### config.mk
export PLATFORM = sky130hd
export DESIGN_NAME = elevator_car_ctrl
export DESIGN_NICKNAME = d
export VERILOG_FILES = /design/src/rtl/elevator_car_ctrl.sv
export SDC_FILE = /design/constraint.sdc
export NUM_CORES = 1
export LEC_CHECK = 0
export ABC_CLOCK_PERIOD_IN_PS = 4430
export BUFFER_PORTS_ARGS = -buffer_cell sky130_fd_sc_hd__buf_4
export CAP_MARGIN = 20
export CORE_ASPECT_RATIO = 1.25
export CORE_MARGIN = 5
export CORE_UTILIZATION = 55
export CTS_CLUSTER_SIZE = 20
export DETAILED_ROUTE_END_ITERATION = 7
export GPL_ROUTABILITY_DRIVEN = 0
export PLACE_DENSITY = 0.84
export SKIP_CTS_REPAIR_TIMING = 1
export SYNTH_ARGS = -nofsm -noshare
export SYNTH_HDL_FRONTEND = slang
export SYNTH_SLANG_ARGS = --single-unit
### constraint.sdc
create_clock -name clk -period 4.43 [get_ports clk]
set_input_delay 0.886 -clock clk [delete_from_list [all_inputs] [get_ports clk]]
set_output_delay 0.886 -clock clk [all_outputs]
set_load 0.1 [all_outputs]
### src/rtl/elevator_car_ctrl.sv
// Per-car motion/door controller: collective up/down service with cycle-counted travel and door dwell.
// Optional door_hold input is enabled by defining ELEV_DOOR_HOLD_EN.
package sys_pkg;
    typedef enum logic [1:0] {IDLE, MOVE_UP, MOVE_DOWN, SERVE} E_states;
endpackage

module elevator_car_ctrl
    import sys_pkg::*;
#(
    parameter int NUM_FLOORS  = 6,
    parameter int FLOOR_TICKS = 8,
    parameter int DOOR_TICKS  = 4
) (
    input  logic                  clk,
    input  logic                  rst_n,
    input  logic [NUM_FLOORS-1:0] stop_req,
    input  logic                  stop_req_valid,
`ifdef ELEV_DOOR_HOLD_EN
    input  logic                  door_hold,
`endif
    output logic [2:0]            location,
    output E_states               state,
    output logic                  door_open,
    output logic                  arrived,
    output logic [NUM_FLOORS-1:0] pending
);
    localparam int TMAX = (FLOOR_TICKS > DOOR_TICKS) ? FLOOR_TICKS : DOOR_TICKS;
    localparam int TW   = (TMAX > 1) ? $clog2(TMAX) : 1;
    localparam logic [TW-1:0] FLOOR_LAST = TW'(FLOOR_TICKS - 1);
    localparam logic [TW-1:0] DOOR_LAST  = TW'(DOOR_TICKS - 1);

    E_states               state_nxt;
    logic [2:0]            loc_nxt;
    logic [TW-1:0]         timer, timer_nxt;
    logic                  last_up, last_up_nxt;
    logic [NUM_FLOORS-1:0] pend_raw, pend_nxt;
    logic [NUM_FLOORS-1:0] above_m, below_m, here_m;
    logic                  above, below, here, move_done, decide, hold;
    logic                  arrived_nxt, door_nxt;

`ifdef ELEV_DOOR_HOLD_EN
    assign hold = door_hold;
`else
    assign hold = 1'b0;
`endif

    // State register (plus datapath and registered outputs)
    always_ff @(posedge clk or negedge rst_n) begin
        if (!rst_n) begin
            state     <= IDLE;
            location  <= 3'd0;
            timer     <= '0;
            last_up   <= 1'b1;
            pending   <= '0;
            door_open <= 1'b0;
            arrived   <= 1'b0;
        end else begin
            state     <= state_nxt;
            location  <= loc_nxt;
            timer     <= timer_nxt;
            last_up   <= last_up_nxt;
            pending   <= pend_nxt;
            door_open <= door_nxt;
            arrived   <= arrived_nxt;
        end
    end

    // Direction masks are taken at the floor the car will be at after this edge,
    // so a terminal-count step re-evaluates at the new floor.
    always_comb begin
        move_done = (state == MOVE_UP || state == MOVE_DOWN) && (timer == FLOOR_LAST);
        loc_nxt   = location;
        if (move_done)
            loc_nxt = (state == MOVE_UP) ? location + 3'd1 : location - 3'd1;
        above_m = '0;
        below_m = '0;
        here_m  = '0;
        for (int i = 0; i < NUM_FLOORS; i++) begin
            above_m[i] = (i > int'(loc_nxt));
            below_m[i] = (i < int'(loc_nxt));
            here_m[i]  = (i == int'(loc_nxt));
        end
        pend_raw = pending | (stop_req_valid ? stop_req : '0);
        above    = |(pend_raw & above_m);
        below    = |(pend_raw & below_m);
        here     = |(pend_raw & here_m);
    end

    // Next-state logic
    always_comb begin
        state_nxt   = state;
        timer_nxt   = '0;
        last_up_nxt = last_up;
        decide      = 1'b0;
        unique case (state)
            IDLE:              decide = 1'b1;
            MOVE_UP, MOVE_DOWN: begin
                if (move_done) decide = 1'b1;
                else           timer_nxt = timer + 1'b1;
            end
            SERVE: begin
                if (here || hold)            timer_nxt = '0;
                else if (timer == DOOR_LAST) decide = 1'b1;
                else                         timer_nxt = timer + 1'b1;
            end
            default: state_nxt = IDLE;
        endcase
        // Collective rule: keep the last direction while stops remain that way.
        if (decide) begin
            if (here) begin
                state_nxt = SERVE;
            end else if (above && (!below || last_up)) begin
                state_nxt   = MOVE_UP;
                last_up_nxt = 1'b1;
            end else if (below) begin
                state_nxt   = MOVE_DOWN;
                last_up_nxt = 1'b0;
            end else begin
                state_nxt = IDLE;
            end
        end
        pend_nxt = pend_raw & ~((state_nxt == SERVE) ? here_m : '0);
    end

    // Output logic
    always_comb begin
        door_nxt    = (state_nxt == SERVE);
        arrived_nxt = (state_nxt == SERVE) && (state != SERVE);
    end
endmodule
## After elaboration in Yosys (flattened, before gate mapping)

Cells that the tools add are included.

| storage, ports and cells | value |
|---|---|
| bits in registers | 17 |
| input port bits | 9 |
| word-level logic and storage cells | 72 |

| cells by class | value |
|---|---|
| add/subtract/negate cells | 3 |
| $lt $le $gt $ge | 11 |
| eq/ne operators | 12 |
| mux-type cells | 18 |
| bitwise operators | 7 |
| reduce and logical (&&, ||, !) cells | 14 |

Operator list:

| operator | count |
|---|---|
| bitwise AND 6 bit | 4 |
| OR reduction 6 bit | 3 |
| 2-to-1 mux 3 bit | 5 |
| equality test 3 bit (first input constant) | 4 |
| 2-to-1 mux 6 bit | 2 |
| 2-to-1 mux 2 bit | 4 |
| adder 3 x 1 -> 3 bit (second input constant) | 2 |
| equality test 2 bit (second input constant) | 3 |
| greater-than comparator 2 x 3 -> 1 bit (first input constant) | 2 |
| greater-than comparator 3 bit (first input constant) | 2 |
| less-than comparator 1 x 3 -> 1 bit (first input constant) | 2 |
| less-than comparator 2 x 3 -> 1 bit (first input constant) | 2 |
| less-than comparator 3 bit (first input constant) | 2 |
| inverter 6 bit | 1 |
| bitwise OR 6 bit | 1 |
| case mux 3 bit (2 select lines) | 1 |
| 2-to-1 mux 1 bit | 5 |
| equality test 2 x 3 -> 1 bit (first input constant) | 1 |
| equality test 3 x 2 -> 1 bit (second input constant) | 1 |
| equality test 3 bit (second input constant) | 1 |
| greater-than comparator 1 x 3 -> 1 bit (first input constant) | 1 |
| logical AND 1 bit | 3 |
| zero test 3 bit | 1 |
| case mux 1 bit (3 select lines) | 1 |
| 10 further kinds | 11 |

## Depth between registers and ports, before layout

Gate-level depths: netlist (run 1).

| logic depth | value |
|---|---|
| depth after elaboration | 17 |
| gate-level depth with buffers | 10 |
| gate-level depth less buffers | 10 |

## Worst setup path after synthesis (run 1)

OpenSTA, ideal clock, no wires.

| path | value |
|---|---|
| kind | reg-to-reg |
| start point | reg state[1] |
| end point | reg pending[5] |
| setup time | 0.143 ns |
| arrival | 3.142 ns |
| required time | 4.287 ns |
| setup slack | 1.145 ns |
| cell stages (with the launch flop) | 11 |
| clock period less this slack | 3.285 ns |
| cell sequence | dfrtp_1 inv_1 ha_1 fa_1 and3b_4 nor2_8 inv_2 o311a_1 a2bb2oi_2 a22oi_4 a31oi_1 |

| between the ends | value |
|---|---|
| longest elaborated chain between the ends | 17 |

Ends and longest elaborated chain:

| item | line | text |
|---|---|---|
| start: declaration | 22 | `output E_states state,` |
| start signal: assignment | 58 | `state <= state_nxt;` |
| equality test 2 x 1 -> 1 bit or equality test 2 bit (tied branches) | 71, 74 |  |
| logical OR 1 bit | 71 | `move_done = (state == MOVE_UP \|\| state == MOVE_DOWN) && (timer == FLOOR_LAST);` |
| logical AND 1 bit | 71 |  |
| 2-to-1 mux 3 bit * | 73 | `if (move_done)` |
| net loc_nxt[1] | 33 | `logic [2:0] loc_nxt;` |
| less-than comparator 1 x 3 -> 1 bit (tied with other cells) | 80 | `below_m[i] = (i < int'(loc_nxt));` |
| bitwise AND 6 bit | 85 | `below = \|(pend_raw & below_m);` |
| OR reduction 6 bit | 85 |  |
| [... 4 more ...] | -- |  |
| 2-to-1 mux 2 bit | 110 | `if (here) begin` |
| 2-to-1 mux 2 bit * | 109 | `if (decide) begin` |
| equality test 2 bit * | -- |  |
| net door_nxt | 39 | `logic arrived_nxt, door_nxt;` |
| 2-to-1 mux 6 bit * | 122 | `pend_nxt = pend_raw & ~((state_nxt == SERVE) ? here_m : '0);` |
| inverter 6 bit * | 122 |  |
| bitwise AND 6 bit * | 122 |  |
| net pend_nxt[5] | 36 | `logic [NUM_FLOORS-1:0] pend_raw, pend_nxt;` |
| end signal: assignment | 62 | `pending <= pend_nxt;` |
| end: declaration | 25 | `output logic [NUM_FLOORS-1:0] pending` |

Mark *: on every way through the listed nets, which the timed path passes. The rest lies on a longest branch.
A chain may end at the register's enable or synchronous reset.

## Worst setup path after layout (run 1)

| path | value |
|---|---|
| start point | reg state[1] |
| end point | reg pending[0] |

The elaborated chain is that of the path after synthesis.

==> results of run 1 <==
-- Yosys cell counts, drive strengths merged (2+ instances only) --
cell type  number
nand2b          2
nor2            8
a21o            5
a41oi           2
dfrtp          16
ha              7
and3b           2
buf             2
o221ai          3
a21boi          3
a311oi          2
nand2           5
nor4            2
a2bb2oi         3
inv            10
a22oi           2
a31oi           7
o211ai          2
o21ai           6
a21oi           7
-- worst max-delay path by stage --
stage / from / to / slack [ns] / depth (start not counted)
6_report: state[1]$_DFF_PN0_ / pending[0]$_DFF_PN0_ / 1.59 / 10
3_5_place_dp: state[1]$_DFF_PN0_ / pending[0]$_DFF_PN0_ / 1.61 / 10
4_1_cts: state[1]$_DFF_PN0_ / pending[0]$_DFF_PN0_ / 1.59 / 10
5_1_grt: state[1]$_DFF_PN0_ / pending[4]$_DFF_PN0_ / 1.44 / 10
2_1_floorplan: state[1]$_DFF_PN0_ / pending[5]$_DFF_PN0_ / 1.14 / 10
3_3_place_gp: state[1]$_DFF_PN0_ / pending[0]$_DFF_PN0_ / 1.64 / 10
-- layout make-up --
cell class | instances | share of cell area (%)
clock inverter | 1 | 0.354
clock buffer | 3 | 1.59
inverter | 10 | 2.65
tap | 31 | 2.74
multi-input combinational | 89 | 51.3
timing repair buffer | 21 | 11.2
sequential | 17 | 30.2
-- per-layer routing --
layer | part of all wire [%] | up-vias | wire (microns)
met5 | 0 | - | 0
met4 | 1.6 | 0 | 44
met3 | 5.1 | 4 | 142
met2 | 53 | 29 | 1490
met1 | 40 | 508 | 1130
li1 | - | 506 | -
-- sequential cells by signal, indices dropped and copies added, names as in the netlist --
register   cells
last_up        1
state          2
timer          3
arrived        1
pending        6
location       3
door_open      1
-- logic make-up (layout without fill, tap and decap cells) --
family / after synthesis / after routing
compound gates: 50 / 50
fa+ha+maj: 8 / 8
simple gates: 30 / 30
xor+xnor: 1 / 1
flops: 17 / 17
buf+inv: 13 / 35
-- stage by stage --
step                setup slack (ns)  instances  power (uW)  hold WS [ns]  instance area, sq um
CTS                             1.59        172        1150         0.441                  1410
finish                          1.59        172        1150         0.437                  1410
global placement                1.64        168        1040         0.426                  1390
detailed placement              1.61        168        1060         0.443                  1390
floorplan                       1.14        119         904         0.411                  1210
global route                    1.44        172        1220         0.425                  1410
-- power groups by stage --
stage	Combinational, uW	Clock (uW)	Sequential [uW]
2_1_floorplan	381	0	523
3_3_place_gp	798	0	246
4_1_cts	815	86.8	247
5_1_grt	869	97.1	258
6_report	815	85.2	247
3_5_place_dp	811	0	251
-- critical path, stage by stage, from the launching register on --
cell       delay (ns)
dfrtp_1          0.41
inv_1            0.08
ha_1             0.22
fa_1             0.51
and3b_4          0.24
nor2_8           0.15
inv_2            0.08
o311a_1          0.39
a2bb2oi_2        0.18
a22oi_4          0.30
a31oi_1          0.14
==> results.json, run 1 <==
{
  "htreeDepth": 1,
  "rsz0062_at_grt": "no",
  "synthSimpleGateAreaFrac_pct": 16.8,
  "synth_cell_types": 56,
  "antenna_found_initial": 0,
  "first_global_vias": 1077,
  "nNetsFinal": 159,
  "cts_buffers": 3,
  "power.switching_uw": 672,
  "path_clk_slew_ns": 0.10,
  "port_buffers": 21,
  "dr.pass1.iters": 4,
  "worst-path-max-fanout": 8,
  "powerDensity_nw_per_um2": 811,
  "cts-root-buf": "clkbuf_4",
  "viasPerCell": 6.09,
  "via_count": 1047,
  "drv_slew": 0,
  "synth_xor_area_share_pct": 0.722,
  "hp-class": "in2async",
  "r2r-end": "pending[0]$_DFF_PN0_",
  "ir_drop_mv": 0.510,
  "yosys-top-cells-area": "dfrtp_1 33%, ha_1 7.2%, a31oi_1 3.6%, a21o_1 3.1%, a21oi_1 2.9%",
  "drc": 0,
  "n_fill_cell": 198,
  "crit_type": "reg2reg",
  "grt_pass1_wl_microns": 4870,
  "seqCellArea_sq_um": 427,
  "start_util_pct": 56.0,
  "grt_usage_pct": 19.5,
  "wl_per_cell_microns": 16.3,
  "yosysTopAreaCell": "dfrtp_1",
  "syn2layout_area_growth_pct": 16.6,
  "synth_area_sq_um": 1210,
  "final_cell_mix": "21 x buf_4, 16 x dfrtp_1",
  "p_int_uw": 475,
  "startpoint_type": "flip-flop",
  "met3_usage_pct": 2.86,
  "synth_compound_area_share_pct": 33.4,
  "swShare_pct": 58.6,
  "fin_tns_setup_ns": 0,
  "fp.coreArea_sq_um": 2160,
  "clock_skew_ns": 0.00330,
  "reg2reg_slack_ns": 1.59,
  "dieArea_sq_um": 3250,
  "endpoint_kind": "flip-flop",
  "clk_latency_ns": 0.30,
  "cts_tree": "built",
  "post-route-util_pct": 65.4,
  "worst_slew_pin_slew_ns": 0.528,
  "die_width_microns": 52.0,
  "p_leak_uw": 0.000620,
  "hpwl_microns": 2220,
  "seqPwrFrac_pct": 21.5,
  "avgSynthCellArea_sq_um": 10.2,
  "setup_viol": 0,
  "hold_viol_final": 0,
  "r2r-start": "state[1]$_DFF_PN0_",
  "pin_count": 22,
  "synthMuxAreaShare_pct": 0,
  "die_h_microns": 62.5,
  "outcome": "completed",
  "n_antenna_cell": 0,
  "reg2reg_depth": 10,
  "synth_top_family_by_area": "compound AO/OA/AOI/OAI gates",
  "cts.sinks": 17,
  "wirelength_microns": 2810,
  "async_flop_share_pct": 100,
  "synthCells": 119,
  "grt-busiest-layer": "met2",
  "ys.flop_type": "dfrtp_1",
  "ys_ff_latch": 17,
  "num_rows": 19,
  "grtUsageMet2_pct": 33.6,
  "max_slew_margin_pct": 64.8,
  "multi_input_area_sq_um": 726,
  "cp.arrival_ns": 3.01,
  "max-cap-violations": 0,
  "synthAdderAreaFrac_pct": 8.88,
  "layout_commonest_cell": "buf_4",
  "synth_top_cell_area_share_pct": 33.0,
  "drt_iter0_drc": 27,
  "cp.required_ns": 4.59,
  "yosysWarnings": 0,
  "synth-edff-count": 0,
  "period_needed_ns": 2.84,
  "p_clk_share_pct": 7.4,
  "use_met1_pct": 23.3,
  "p_comb_share_pct": 71.0,
  "grt_overflow": 0,
  "grt_start_max_net_pins": 18,
  "drive_gt1_share_pct": 31.2,
  "seq_area_frac_synth_pct": 35.2,
  "fmax_ghz": 0.352,
  "clockBufferDepth": 2,
  "synth_fp_nets": 136,
  "antenna_left": 0,
  "period_share_pct": 64.2
}
Power figures use the tool's default switching activity.
==> run 2: changes to the inputs <==
- ABC_CLOCK_PERIOD_IN_PS: 4430 -> 2720
- CORE_UTILIZATION: 55 -> 54
- PLACE_DENSITY: 0.84 -> 0.83
- clock period: 4.43 -> 2.72 ns (I/O delays scaled with it)
==> results.json, run 2 (synthesis results as in run 1) <==
{
  "outcome": "finished with violations",
  "violations": "negative setup slack",
  "drive_gt1_share_pct": 43.2,
  "cts_buffers": 3,
  "p_leak_uw": 0.000657,
  "ir_drop_mv": 0.985,
  "clockBufferDepth": 2,
  "cp.arrival_ns": 2.90,
  "cts.sinks": 17,
  "grt_usage_pct": 20.2,
  "cts-root-buf": "clkbuf_4",
  "crit_chain": "ha_4 > fa_1 > and3b_4 > nor2_8 > inv_4 > o311a_4 > a2bb2oi_4 > a22oi_4 > a31oi_1",
  "crit_path_top_delay_cell": "dfrtp_4",
  "n_fill_cell": 176,
  "hold_slack_ns": 0.0867,
  "clock_skew_ns": 0.000773,
  "hold_viol_final": 0,
  "rsz0062_at_grt": "yes",
  "layout_commonest_cell": "buf_4",
  "max_slew_margin_pct": 58.3,
  "cp_num_buf_inv": 1,
  "dr.pass1.iters": 4,
  "dieArea_sq_um": 3300,
  "powerDensity_nw_per_um2": 1320,
  "grt_overflow": 0,
  "first_global_vias": 1166,
  "port_buffers": 21,
  "instances_no_fill": 177,
  "num_rows": 19,
  "period_share_pct": 101,
  "path_clk_slew_ns": 0.11,
  "startpoint_type": "flip-flop",
  "htreeDepth": 1,
  "largest_register_ffs": 6,
  "fmax_ghz": 0.365,
  "grt_start_max_net_pins": 18,
  "slowest_delay_ns": 0.52,
  "cp_top_family": "compound AO/OA/AOI/OAI gates",
  "crit_type": "reg2reg",
  "placed_cells": 170,
  "fp.coreArea_sq_um": 2190,
  "endpoint_kind": "flip-flop",
  "cp.required_ns": 2.88,
  "syn2layout_area_growth_pct": 29.8,
  "layout_setup_ws_ns": -0.0201,
  "regMostFlops": "pending",
  "pin_count": 22,
  "worst-path-max-fanout": 8,
  "drv_slew": 0,
  "hpwl_microns": 2350,
  "final_cell_mix": "26 x buf_4, 12 x dfrtp_1, 7 x a21oi_1",
  "grt_pass1_wl_microns": 5120,
  "wl_per_cell_microns": 18.0,
  "top_regs": "pending: 6 flops, location: 3 flops, timer: 3 flops",
  "die_h_microns": 63.0,
  "nNetsFinal": 164,
  "max-cap-violations": 0,
  "start_util_pct": 55.4,
  "viasPerCell": 6.31,
  "drt_iter0_drc": 35,
  "die_width_microns": 52.4,
  "worst_slew_pin_slew_ns": 0.626,
  "hp-class": "in2async",
  "period_needed_ns": 2.74,
  "antenna_left": 0,
  "via_count": 1116,
  "setup_viol": 1,
  "n_antenna_cell": 0,
  "antenna_found_initial": 0,
  "drc": 0,
  "clk_latency_ns": 0.30,
  "cts_tree": "built",
  "wirelength_microns": 3190
}
==> run 2: cell count changes in the layout (fill, tap and decap cells not counted), sizes merged <==
cell  change
buf       +5
==> run 2: metrics by stage <==
| stage | util [%] | instance area [sq um] | setup WS [ns] | setup TNS (ns) | total power (uW) |
|---|---|---|---|---|---|
| 3_5_place_dp | 65.2 | 1430 | 0.00440 | 0 | 1780 |
| 2_1_floorplan | - | 1240 | 0.00566 | 0 | 1500 |
| 5_1_grt | 72.0 | 1570 | -0.0649 | -0.348 | 2180 |
| 3_3_place_gp | 65.2 | 1430 | 0.0685 | 0 | 1750 |
| 4_1_cts | 66.5 | 1450 | -0.0346 | -0.0539 | 1920 |
| 6_report | 72.0 | 1570 | -0.0201 | -0.0201 | 2080 |
==> run 2: per-layer routing <==
metal  track usage, %  up-vias  wire length [microns]
li1                 -      511                      -
met1             22.1      536                   1160
met2             35.7       59                   1760
met3             4.30       10                    167
met4             8.95        0                     98
met5                0        -                      0
==> run 2: where the power goes <==
group | internal [uW] | leakage, uW | switching, uW
registers | 351 | 0.000190 | 68.0
logic | 491 | 0.000449 | 1020
clock network | 54.9 | 0.0000177 | 88.7
==> run 2: final cells by class <==
type	instances	area, sq um	area share, %
Clock buffer	3	22.5	1.43
Clock inverter	1	5.00	0.318
Multi-Input combinational cell	89	833	52.9
Sequential cell	17	439	27.9
Inverter	10	40.0	2.54
Timing Repair Buffer	26	195	12.4
Tap cell	31	38.8	2.46
==> run 2: worst paths after layout <==
kind,from,end,slack [ns],cells after the start
min in group clk,timer[0]$_DFF_PN0_,timer[0]$_DFF_PN0_,0.45,1
worst min register to register,timer[0]$_DFF_PN0_,timer[0]$_DFF_PN0_,0.45,1
worst max register to register,state[0]$_DFF_PN0_,pending[5]$_DFF_PN0_,-0.02,9
max in group asynchronous,rst_n,last_up$_DFFE_PN1P_,2.38,1
worst min-delay path,rst_n,state[0]$_DFF_PN0_,0.09,1
worst max-delay path,state[0]$_DFF_PN0_,pending[5]$_DFF_PN0_,-0.02,9
==> run 3: changes to the inputs <==
- CORE_MARGIN: 5 -> 3
- RECOVER_POWER: unset -> 50
==> results.json, run 3 (synthesis results as in run 1) <==
{
  "outcome": "completed",
  "syn2layout_area_growth_pct": 24.6,
  "cts.sinks": 17,
  "worst_slew_pin_slew_ns": 1.19,
  "rsz0062_at_grt": "yes",
  "grt_start_max_net_pins": 18,
  "ir_drop_mv": 1.01,
  "grt_overflow": 0,
  "final_cell_mix": "23 x buf_4, 12 x dfrtp_1, 7 x a21oi_1, 7 x a31oi_1",
  "die_h_microns": 59.0,
  "regMostFlops": "pending",
  "start_util_pct": 59.2,
  "drv_slew": 0,
  "wl_per_cell_microns": 17.9,
  "p_leak_uw": 0.000630,
  "drt_iter0_drc": 70,
  "antenna_left": 0,
  "num_rows": 18,
  "via_count": 1095,
  "cts_tree": "built",
  "p_clk_share_pct": 7.4,
  "period_share_pct": 99.5,
  "fin_tns_setup_ns": 0,
  "fp.coreArea_sq_um": 2050,
  "clk_latency_ns": 0.31,
  "setup_viol": 0,
  "antenna_found_initial": 0,
  "largest_register_ffs": 6,
  "post-route-util_pct": 73.7,
  "hold_viol_final": 0,
  "cts_buffers": 3,
  "grt_pass1_wl_microns": 5090,
  "power.switching_uw": 1170,
  "max-cap-violations": 0,
  "grt_usage_pct": 22.9,
  "first_global_vias": 1117,
  "die_width_microns": 48.4,
  "n_antenna_cell": 0,
  "max_slew_margin_pct": 21.3,
  "drc": 0,
  "worst-path-max-fanout": 8,
  "dr.pass1.iters": 4,
  "viasPerCell": 6.22,
  "seqPwrFrac_pct": 21.1,
  "endpoint_kind": "flip-flop",
  "clockBufferDepth": 2,
  "startpoint_type": "flip-flop",
  "top_regs": "pending: 6 flops, location: 3 flops, timer: 3 flops",
  "dieArea_sq_um": 2850,
  "cp.required_ns": 2.91,
  "crit_type": "reg2reg",
  "clock_skew_ns": 0.00115,
  "drive_gt1_share_pct": 38.4,
  "nNetsFinal": 164,
  "swShare_pct": 57.7,
  "p_comb_share_pct": 71.5,
  "pin_count": 22,
  "layout_commonest_cell": "buf_4",
  "hpwl_microns": 2360,
  "p_int_uw": 861,
  "reg2reg_depth": 9,
  "path_clk_slew_ns": 0.11,
  "hp-class": "in2async",
  "powerDensity_nw_per_um2": 1350,
  "htreeDepth": 1,
  "p_total_uw": 2030,
  "port_buffers": 21,
  "wirelength_microns": 3150,
  "fmax_ghz": 0.369,
  "period_needed_ns": 2.71,
  "cp.arrival_ns": 2.89,
  "cts-root-buf": "clkbuf_4"
}
[run 3: worst max-delay path: stages, from the launching register on]
cell and delay [ns]:
dfrtp_4 0.53, ha_4 0.18, fa_1 0.50, and3b_4 0.25
nor2_8 0.14, inv_4 0.05, o311a_4 0.33, a2bb2oi_4 0.16
a22oi_4 0.30, a31oi_1 0.14
[run 3: power groups by stage]
stage               Clock [uW]  Sequential, uW  Combinational [uW]
floorplan                    0             872                 631
global placement             0             423                1330
detailed placement           0             432                1360
CTS                        148             426                1360
global route               156             442                1530
finish                     151             429                1450
[run 3: final cells by class]
| type | count | area, sq um |
|---|---|---|
| clock buffer | 3 | 22.5 |
| clock inverter | 1 | 7.51 |
| timing repair buffer | 26 | 184 |
| tap | 30 | 37.5 |
| fill | 138 | 539 |
| sequential | 17 | 439 |
| inverter | 10 | 40.0 |
| multi-input combinational | 89 | 779 |
[run 3: worst paths after layout]
check / from / end / slack [ns]
max in group asynchronous: rst_n / state[1]$_DFF_PN0_ / 1.70
worst min-delay path: rst_n / timer[1]$_DFF_PN0_ / 0.34
worst min register to register: timer[0]$_DFF_PN0_ / timer[0]$_DFF_PN0_ / 0.45
min in group clk: timer[0]$_DFF_PN0_ / timer[0]$_DFF_PN0_ / 0.45
worst max register to register: state[0]$_DFF_PN0_ / pending[4]$_DFF_PN0_ / 0.01
worst max-delay path: state[0]$_DFF_PN0_ / pending[4]$_DFF_PN0_ / 0.01
[run 3: metrics by stage]
stage | cell area, sq um | hold WS (ns) | setup slack [ns] | cells
2_1_floorplan | 1240 | 0.248 | 0.00566 | 119
3_5_place_dp | 1430 | 0.424 | 0.0398 | 169
3_3_place_gp | 1430 | 0.417 | 0.0809 | 169
5_1_grt | 1510 | 0.428 | -0.0825 | 176
6_report | 1510 | 0.343 | 0.0126 | 176
4_1_cts | 1460 | 0.0904 | 0.0145 | 173
[run 3: layer usage]
| metal | track usage [%] | up-vias | share of wire [%] |
|---|---|---|---|
| li1 | - | 511 | - |
| met1 | 27.2 | 527 | 38 |
| met2 | 42.9 | 50 | 55 |
| met3 | 2.02 | 7 | 5.6 |
| met4 | 9.76 | 0 | 2.0 |
| met5 | 0 | - | 0 |
